`src/rtl/lenet_layer_scheduler_if.sv`:
```
// rtl/lenet_layer_scheduler_if.sv - handshake bundle between the layer scheduler and its host/layers
interface lenet_layer_scheduler_if #(
    parameter int NUM_LAYERS = 6,
    parameter int GRAPH_W    = 5
);
    logic                  start;
    logic [GRAPH_W-1:0]    num_graphs;
    logic [NUM_LAYERS-1:0] layer_finish;
    logic [NUM_LAYERS-1:0] layer_en;
    logic [GRAPH_W-1:0]    graph;
    logic                  busy;
    logic                  done;
    logic [2:0]            layer_idx;
    logic                  error;

    // Host and layer datapaths: issue batch requests and report layer completion.
    modport master (
        output start, num_graphs, layer_finish,
        input  layer_en, graph, busy, done, layer_idx, error
    );

    // Scheduler side.
    modport slave (
        input  start, num_graphs, layer_finish,
        output layer_en, graph, busy, done, layer_idx, error
    );
endinterface

```
`src/rtl/lenet_layer_scheduler.sv`:
```
// rtl/lenet_layer_scheduler.sv - sequences LeNet layers per image over a batch; optional watchdog via LAYER_TIMEOUT_EN
module lenet_layer_scheduler #(
    parameter int NUM_LAYERS     = 6,
    parameter int GRAPH_W        = 5,
    parameter int TIMEOUT_CYCLES = 2000000
) (
    input  logic                  clk,
    input  logic                  rst,
    lenet_layer_scheduler_if.slave bus
);
    typedef enum logic [2:0] {
        S_IDLE,
        S_RUN,
        S_GAP,
        S_NEXT,
        S_DONE,
        S_ERROR
    } state_t;

    localparam logic [NUM_LAYERS-1:0] EN_FIRST = {{(NUM_LAYERS-1){1'b0}}, 1'b1};
    localparam logic [2:0]            LAST_IDX = 3'(NUM_LAYERS - 1);

    state_t                state;
    logic [NUM_LAYERS-1:0] layer_en_q;
    logic [GRAPH_W-1:0]    graph_q;
    logic [GRAPH_W-1:0]    num_lat;
    logic [2:0]            idx_q;
    logic                  busy_q;
    logic                  done_q;
    logic                  error_q;
    // Low on the first cycle of each enable window so a stale finish is not taken as completion.
    logic                  armed;
    logic                  wd_expired;

`ifdef LAYER_TIMEOUT_EN
    localparam int WD_W = $clog2(TIMEOUT_CYCLES + 1);

    logic [WD_W-1:0] wd_cnt;

    // Watchdog counts cycles spent in S_RUN; any other state zeroes it, so each S_RUN entry starts fresh.
    always_ff @(posedge clk or posedge rst) begin
        if (rst) begin
            wd_cnt <= '0;
        end else if (state == S_RUN) begin
            wd_cnt <= wd_cnt + 1'b1;
        end else begin
            wd_cnt <= '0;
        end
    end

    assign wd_expired = (wd_cnt == WD_W'(TIMEOUT_CYCLES - 1));
`else
    // Watchdog compiled out: S_RUN waits indefinitely; the limit parameter stays for a uniform interface.
    logic unused_timeout;
    assign unused_timeout = (TIMEOUT_CYCLES > 0);
    assign wd_expired     = 1'b0;
`endif

    // Batch sequencer: one enable window per layer, a one-cycle gap between windows, image stepping after the last layer.
    always_ff @(posedge clk or posedge rst) begin
        if (rst) begin
            state      <= S_IDLE;
            layer_en_q <= '0;
            graph_q    <= '0;
            num_lat    <= '0;
            idx_q      <= '0;
            busy_q     <= 1'b0;
            done_q     <= 1'b0;
            error_q    <= 1'b0;
            armed      <= 1'b0;
        end else begin
            done_q <= 1'b0;
            case (state)
                S_IDLE: begin
                    if (bus.start) begin
                        busy_q <= 1'b1;
                        if (bus.num_graphs != '0) begin
                            num_lat    <= bus.num_graphs;
                            graph_q    <= '0;
                            idx_q      <= '0;
                            layer_en_q <= EN_FIRST;
                            armed      <= 1'b0;
                            state      <= S_RUN;
                        end else begin
                            state <= S_DONE;
                        end
                    end
                end
                S_RUN: begin
                    armed <= 1'b1;
                    if (armed && bus.layer_finish[idx_q]) begin
                        layer_en_q <= '0;
                        state      <= S_GAP;
                    end else if (wd_expired) begin
                        layer_en_q <= '0;
                        error_q    <= 1'b1;
                        busy_q     <= 1'b0;
                        state      <= S_ERROR;
                    end
                end
                S_GAP: begin
                    if (idx_q == LAST_IDX) begin
                        state <= S_NEXT;
                    end else begin
                        idx_q      <= idx_q + 3'd1;
                        layer_en_q <= EN_FIRST << (idx_q + 3'd1);
                        armed      <= 1'b0;
                        state      <= S_RUN;
                    end
                end
                S_NEXT: begin
                    if (graph_q == num_lat - GRAPH_W'(1)) begin
                        state <= S_DONE;
                    end else begin
                        graph_q    <= graph_q + GRAPH_W'(1);
                        idx_q      <= '0;
                        layer_en_q <= EN_FIRST;
                        armed      <= 1'b0;
                        state      <= S_RUN;
                    end
                end
                S_DONE: begin
                    done_q <= 1'b1;
                    busy_q <= 1'b0;
                    state  <= S_IDLE;
                end
                S_ERROR: begin
                    state <= S_ERROR;
                end
                default: begin
                    state <= S_IDLE;
                end
            endcase
        end
    end

    assign bus.layer_en  = layer_en_q;
    assign bus.graph     = graph_q;
    assign bus.busy      = busy_q;
    assign bus.done      = done_q;
    assign bus.layer_idx = idx_q;
`ifdef LAYER_TIMEOUT_EN
    assign bus.error     = error_q;
`else
    assign bus.error     = 1'b0;
`endif
endmodule

```
`src/flat_wrapper.sv`:
```
// flat-port wrapper written by rule: the top's interface ports become plain ports
module lenet_layer_scheduler_flat 
#(
    parameter int NUM_LAYERS     = 6,
    parameter int GRAPH_W        = 5,
    parameter int TIMEOUT_CYCLES = 2000000
)
  (clk, rst, bus_start, bus_num_graphs, bus_layer_finish, bus_layer_en, bus_graph, bus_busy, bus_done, bus_layer_idx, bus_error);
  lenet_layer_scheduler_if #(.NUM_LAYERS(NUM_LAYERS), .GRAPH_W(GRAPH_W)) bus_i ();
  input  logic clk;
  input  logic rst;
  input wire logic [$bits(bus_i.start)-1:0] bus_start;
  input wire logic [$bits(bus_i.num_graphs)-1:0] bus_num_graphs;
  input wire logic [$bits(bus_i.layer_finish)-1:0] bus_layer_finish;
  output wire logic [$bits(bus_i.layer_en)-1:0] bus_layer_en;
  output wire logic [$bits(bus_i.graph)-1:0] bus_graph;
  output wire logic [$bits(bus_i.busy)-1:0] bus_busy;
  output wire logic [$bits(bus_i.done)-1:0] bus_done;
  output wire logic [$bits(bus_i.layer_idx)-1:0] bus_layer_idx;
  output wire logic [$bits(bus_i.error)-1:0] bus_error;
  assign bus_i.start = bus_start;
  assign bus_i.num_graphs = bus_num_graphs;
  assign bus_i.layer_finish = bus_layer_finish;
  assign bus_layer_en = bus_i.layer_en;
  assign bus_graph = bus_i.graph;
  assign bus_busy = bus_i.busy;
  assign bus_done = bus_i.done;
  assign bus_layer_idx = bus_i.layer_idx;
  assign bus_error = bus_i.error;
  lenet_layer_scheduler #(.NUM_LAYERS(NUM_LAYERS), .GRAPH_W(GRAPH_W), .TIMEOUT_CYCLES(TIMEOUT_CYCLES)) u_core (.clk(clk), .rst(rst), .bus(bus_i));
endmodule
```
`config.mk`:
```
export PLATFORM = sky130hd
export DESIGN_NAME = lenet_layer_scheduler_flat
export DESIGN_NICKNAME = d
export VERILOG_FILES = /design/src/rtl/lenet_layer_scheduler_if.sv /design/src/rtl/lenet_layer_scheduler.sv /design/src/flat_wrapper.sv
export SDC_FILE = /design/constraint.sdc
export NUM_CORES = 1
export LEC_CHECK = 0
export CORE_MARGIN = 1.5
export CORE_UTILIZATION = 46
export CTS_CLUSTER_SIZE = 10
export DETAILED_ROUTE_END_ITERATION = 6
export GPL_TIMING_DRIVEN = 1
export PLACE_DENSITY = 0.76
export SLEW_MARGIN = 20
export SYNTH_ARGS = -nofsm -noshare
export SYNTH_HDL_FRONTEND = slang
export SYNTH_SLANG_ARGS = --single-unit
```
`constraint.sdc`:
```
create_clock -name clk -period 2 [get_ports clk]
set_clock_uncertainty 0.1 [all_clocks]
set_input_delay 0.5 -clock clk [delete_from_list [all_inputs] [get_ports clk]]
set_output_delay 0.5 -clock clk [all_outputs]
set_load 0.05 [all_outputs]
```
==> impl_metrics.env <==
export IMPL_hp_class="input port to asynchronous set/reset pin"
export IMPL_worst_pin_slew_ps=537
export IMPL_finalCritPeriodShare_pct=104
export IMPL_arrival_ps=2230
export IMPL_coreArea_sq_um=3100
export IMPL_ys_ff_latch=25
export IMPL_cts_buffers=3
export IMPL_instances_no_fill=231
export IMPL_cts_tree="yes"
export IMPL_syn_inst=144
export IMPL_dieArea_sq_um=3690
export IMPL_post_route_util_pct=66.0
export IMPL_vdd_drop_max_v=0.000900
export IMPL_initial_core_util_pct=49.4
export IMPL_area_growth_synth_to_final_pct=33.5
export IMPL_setup_viol=9
export IMPL_synth_area_leaders="dfrtp_1 (41%), ha_1 (6.5%), mux2i_1 (4.6%), mux2_2 (4.4%), nand2_1 (3.4%)"
export IMPL_antenna_cells=0
export IMPL_grt_pass1_wl_mm=5.70
export IMPL_fmax_mhz=481
export IMPL_synthArstFlopShare_pct=100
export IMPL_cts_root_buf="clkbuf_4"
export IMPL_synth_seq_area_share_pct=40.8
export IMPL_avgSynthCellArea_sq_um=10.7
export IMPL_via_per_inst=5.24
export IMPL_nets=210
export IMPL_critPathMaxFanout=4
export IMPL_top_level_ports=31
export IMPL_outcome="finished with violations"
export IMPL_grt_max_degree=26
export IMPL_num_vias=1210
export IMPL_slew_viol_final=0
export IMPL_violations="negative setup slack"
export IMPL_syn_area_sq_um=1530
export IMPL_die_x_um=60.7
export IMPL_finalHoldViolations=0
export IMPL_ant_nets=0
export IMPL_cts_max_path_buffers=2
export IMPL_syn_nets=166
export IMPL_critPathCaptureType="flop"
export IMPL_io_buffer_count=29
export IMPL_routed_wirelength_mm=3.38
export IMPL_rows=20
export IMPL_grt_util_all_layers_pct=21.4
export IMPL_worstRegToRegCells=8
export IMPL_timing_slew_headroom_pct=64.2
export IMPL_clk_transition_reported_paths_ps=140
export IMPL_yosysTopAreaCellShare_pct=40.8
export IMPL_setup_slack_ps=-80.8
export IMPL_cp_start_kind="flop"
export IMPL_hpwl_mm=2.54
export IMPL_rsz0062_at_grt="yes"
export IMPL_gp_congestion=0.844
export IMPL_cellPowerDensity_nw_per_um2=1460
export IMPL_cts_num_sinks=25
export IMPL_synth_edf_count=0
export IMPL_antenna_found_initial=0
export IMPL_cp_required_ps=2150
export IMPL_synth_ff_type="dfrtp_1"
export IMPL_dr_pass1_iters=4
export IMPL_placed_area_sq_um=1970
export IMPL_die_h_um=60.7
export IMPL_h_tree_depth=1
export IMPL_avgRoutedWirePerCell_um=14.6
export IMPL_cts_hold_buf=0
export IMPL_insertion_delay_ps=340
export IMPL_fin_area_sq_um=2050
export IMPL_period_needed_ps=2080
export IMPL_holdWs_ps=389
export IMPL_yosys_area_top_type="dfrtp_1"
export IMPL_drtIter0Drc=50
export IMPL_dp_cells=225
export IMPL_drc_errors=0
export IMPL_ys_types=47
export IMPL_drive_gt1_share_pct=36.4
export IMPL_yosysWarnings=0
export IMPL_cap_violations=0
export IMPL_power_leakage_nw=0.871
export IMPL_overflow=0
export IMPL_path_class="flop to flop"
export IMPL_grt_pass1_vias=1202
-- kinds of logic after synthesis --
logic type               share of synthesized area (%)
AND/OR/NAND/NOR                                   19.1
multiplexers                                      11.4
adder cells (fa/ha/maj)                           6.53
flip-flops                                        40.8
XOR/XNOR                                          4.49
buffers and inverters                             3.67
AO/OA/AOI/OAI                                     13.8
other                                            0.244
-- per-stage QoR --
step / total power [mW] / setup TNS, ps / setup WS (ps)
5_1_grt: 3.18 / -1590 / -149
3_3_place_gp: 2.57 / -3840 / -214
4_1_cts: 2.99 / -172 / -54.0
2_1_floorplan: 2.13 / 0 / 1.57
6_report: 2.98 / -391 / -80.8
3_5_place_dp: 2.63 / -4020 / -244
-- placed cells by master, fill, tap and decap left out, types with 2 or more instances in the layout --
cell and n:
nor2b_1 3, a22o_1 2, and2_1 2, a21oi_1 3
nor3_1 5, xor2_1 2, dfrtp_2 6, a32o_1 3
inv_2 3, nand2b_1 2, buf_4 27, xnor2_1 2
ha_1 6, clkdlybuf4s50_1 13, xnor2_2 2, nand4b_1 2
nand3_1 2, nor2_1 11, mux2_2 6, clkbuf_4 3
nand2_1 14, mux2i_1 7, inv_1 7, dfrtp_1 18
-- area by class of cell --
class	instances	area (sq um)
fillers	255	1050
multi-input cells	106	925
flip-flops and latches	25	637
repair buffers	42	364
well taps	44	55.1
inverters	10	37.5
clock buffers	3	22.5
clock inverters	1	7.51
-- flip-flops by register name (all words and copies together) (netlist names) --
register / count
u_core.armed: 1
u_core.bus.busy: 1
u_core.bus.done: 1
u_core.bus.graph: 5
u_core.bus.layer_en: 6
u_core.bus.layer_idx: 3
u_core.num_lat: 5
u_core.state: 3
-- power breakdown --
| part | internal (mW) | total (mW) | switching (mW) |
|---|---|---|---|
| sequential | 0.677 | 0.931 | 0.254 |
| combinational | 0.859 | 1.81 | 0.953 |
| clock | 0.0770 | 0.239 | 0.162 |
-- per-layer routing --
metal  up-vias  track usage (%)  wire (um)
met4         0             11.5         84
li1        592                -          -
met5         -                0          0
met3         6             4.69        128
met1       592             28.4       1560
met2        20             32.7       1610
-- critical path, cell delays in order, from the launching register on --
cell and delay (ps):
dfrtp_1 450, inv_2 90, ha_4 150, nand4bb_1 150, a211oi_2 220, buf_4 160, o311ai_4 110, o211ai_4 230
mux2_4 320
-- cells in the mapped netlist, drive strengths merged, types with 2 or more instances --
cell type and number:
xnor2 4, mux2i 7, nor3b 2, a21oi 3, o211ai 2, nand2b 2, mux2 7, inv 10
o21ai 2, and2 2, ha 8, nand3 3, nand4b 2, a22o 2, xor2 3, a32o 3
dfrtp 25, nor3 7, a21boi 2, buf 2, nor2 12, nor2b 3, nand2 14
-- what timing repair did --
action	CTS	global route
resized for setup	5	0
pin swaps	2	1
setup buffers	2	0
endpoints found under the setup margin	13	16
-- worst paths after layout --
kind,slack [ps],start,end
setup / recovery,-80,u_core.num_lat[1]$_DFFE_PP0P_,u_core.bus.layer_en[0]$_DFFE_PP0P_
hold reg to reg,420,u_core.bus.busy$_DFFE_PP0P_,u_core.bus.busy$_DFFE_PP0P_
hold / removal,390,rst,u_core.bus.layer_en[0]$_DFFE_PP0P_
max in group asynchronous,1130,rst,u_core.bus.layer_idx[0]$_DFFE_PP0P_
min in group clk,420,u_core.bus.busy$_DFFE_PP0P_,u_core.bus.busy$_DFFE_PP0P_
setup reg to reg,-80,u_core.num_lat[1]$_DFFE_PP0P_,u_core.bus.layer_en[0]$_DFFE_PP0P_
(Power assumes the default switching activity.)
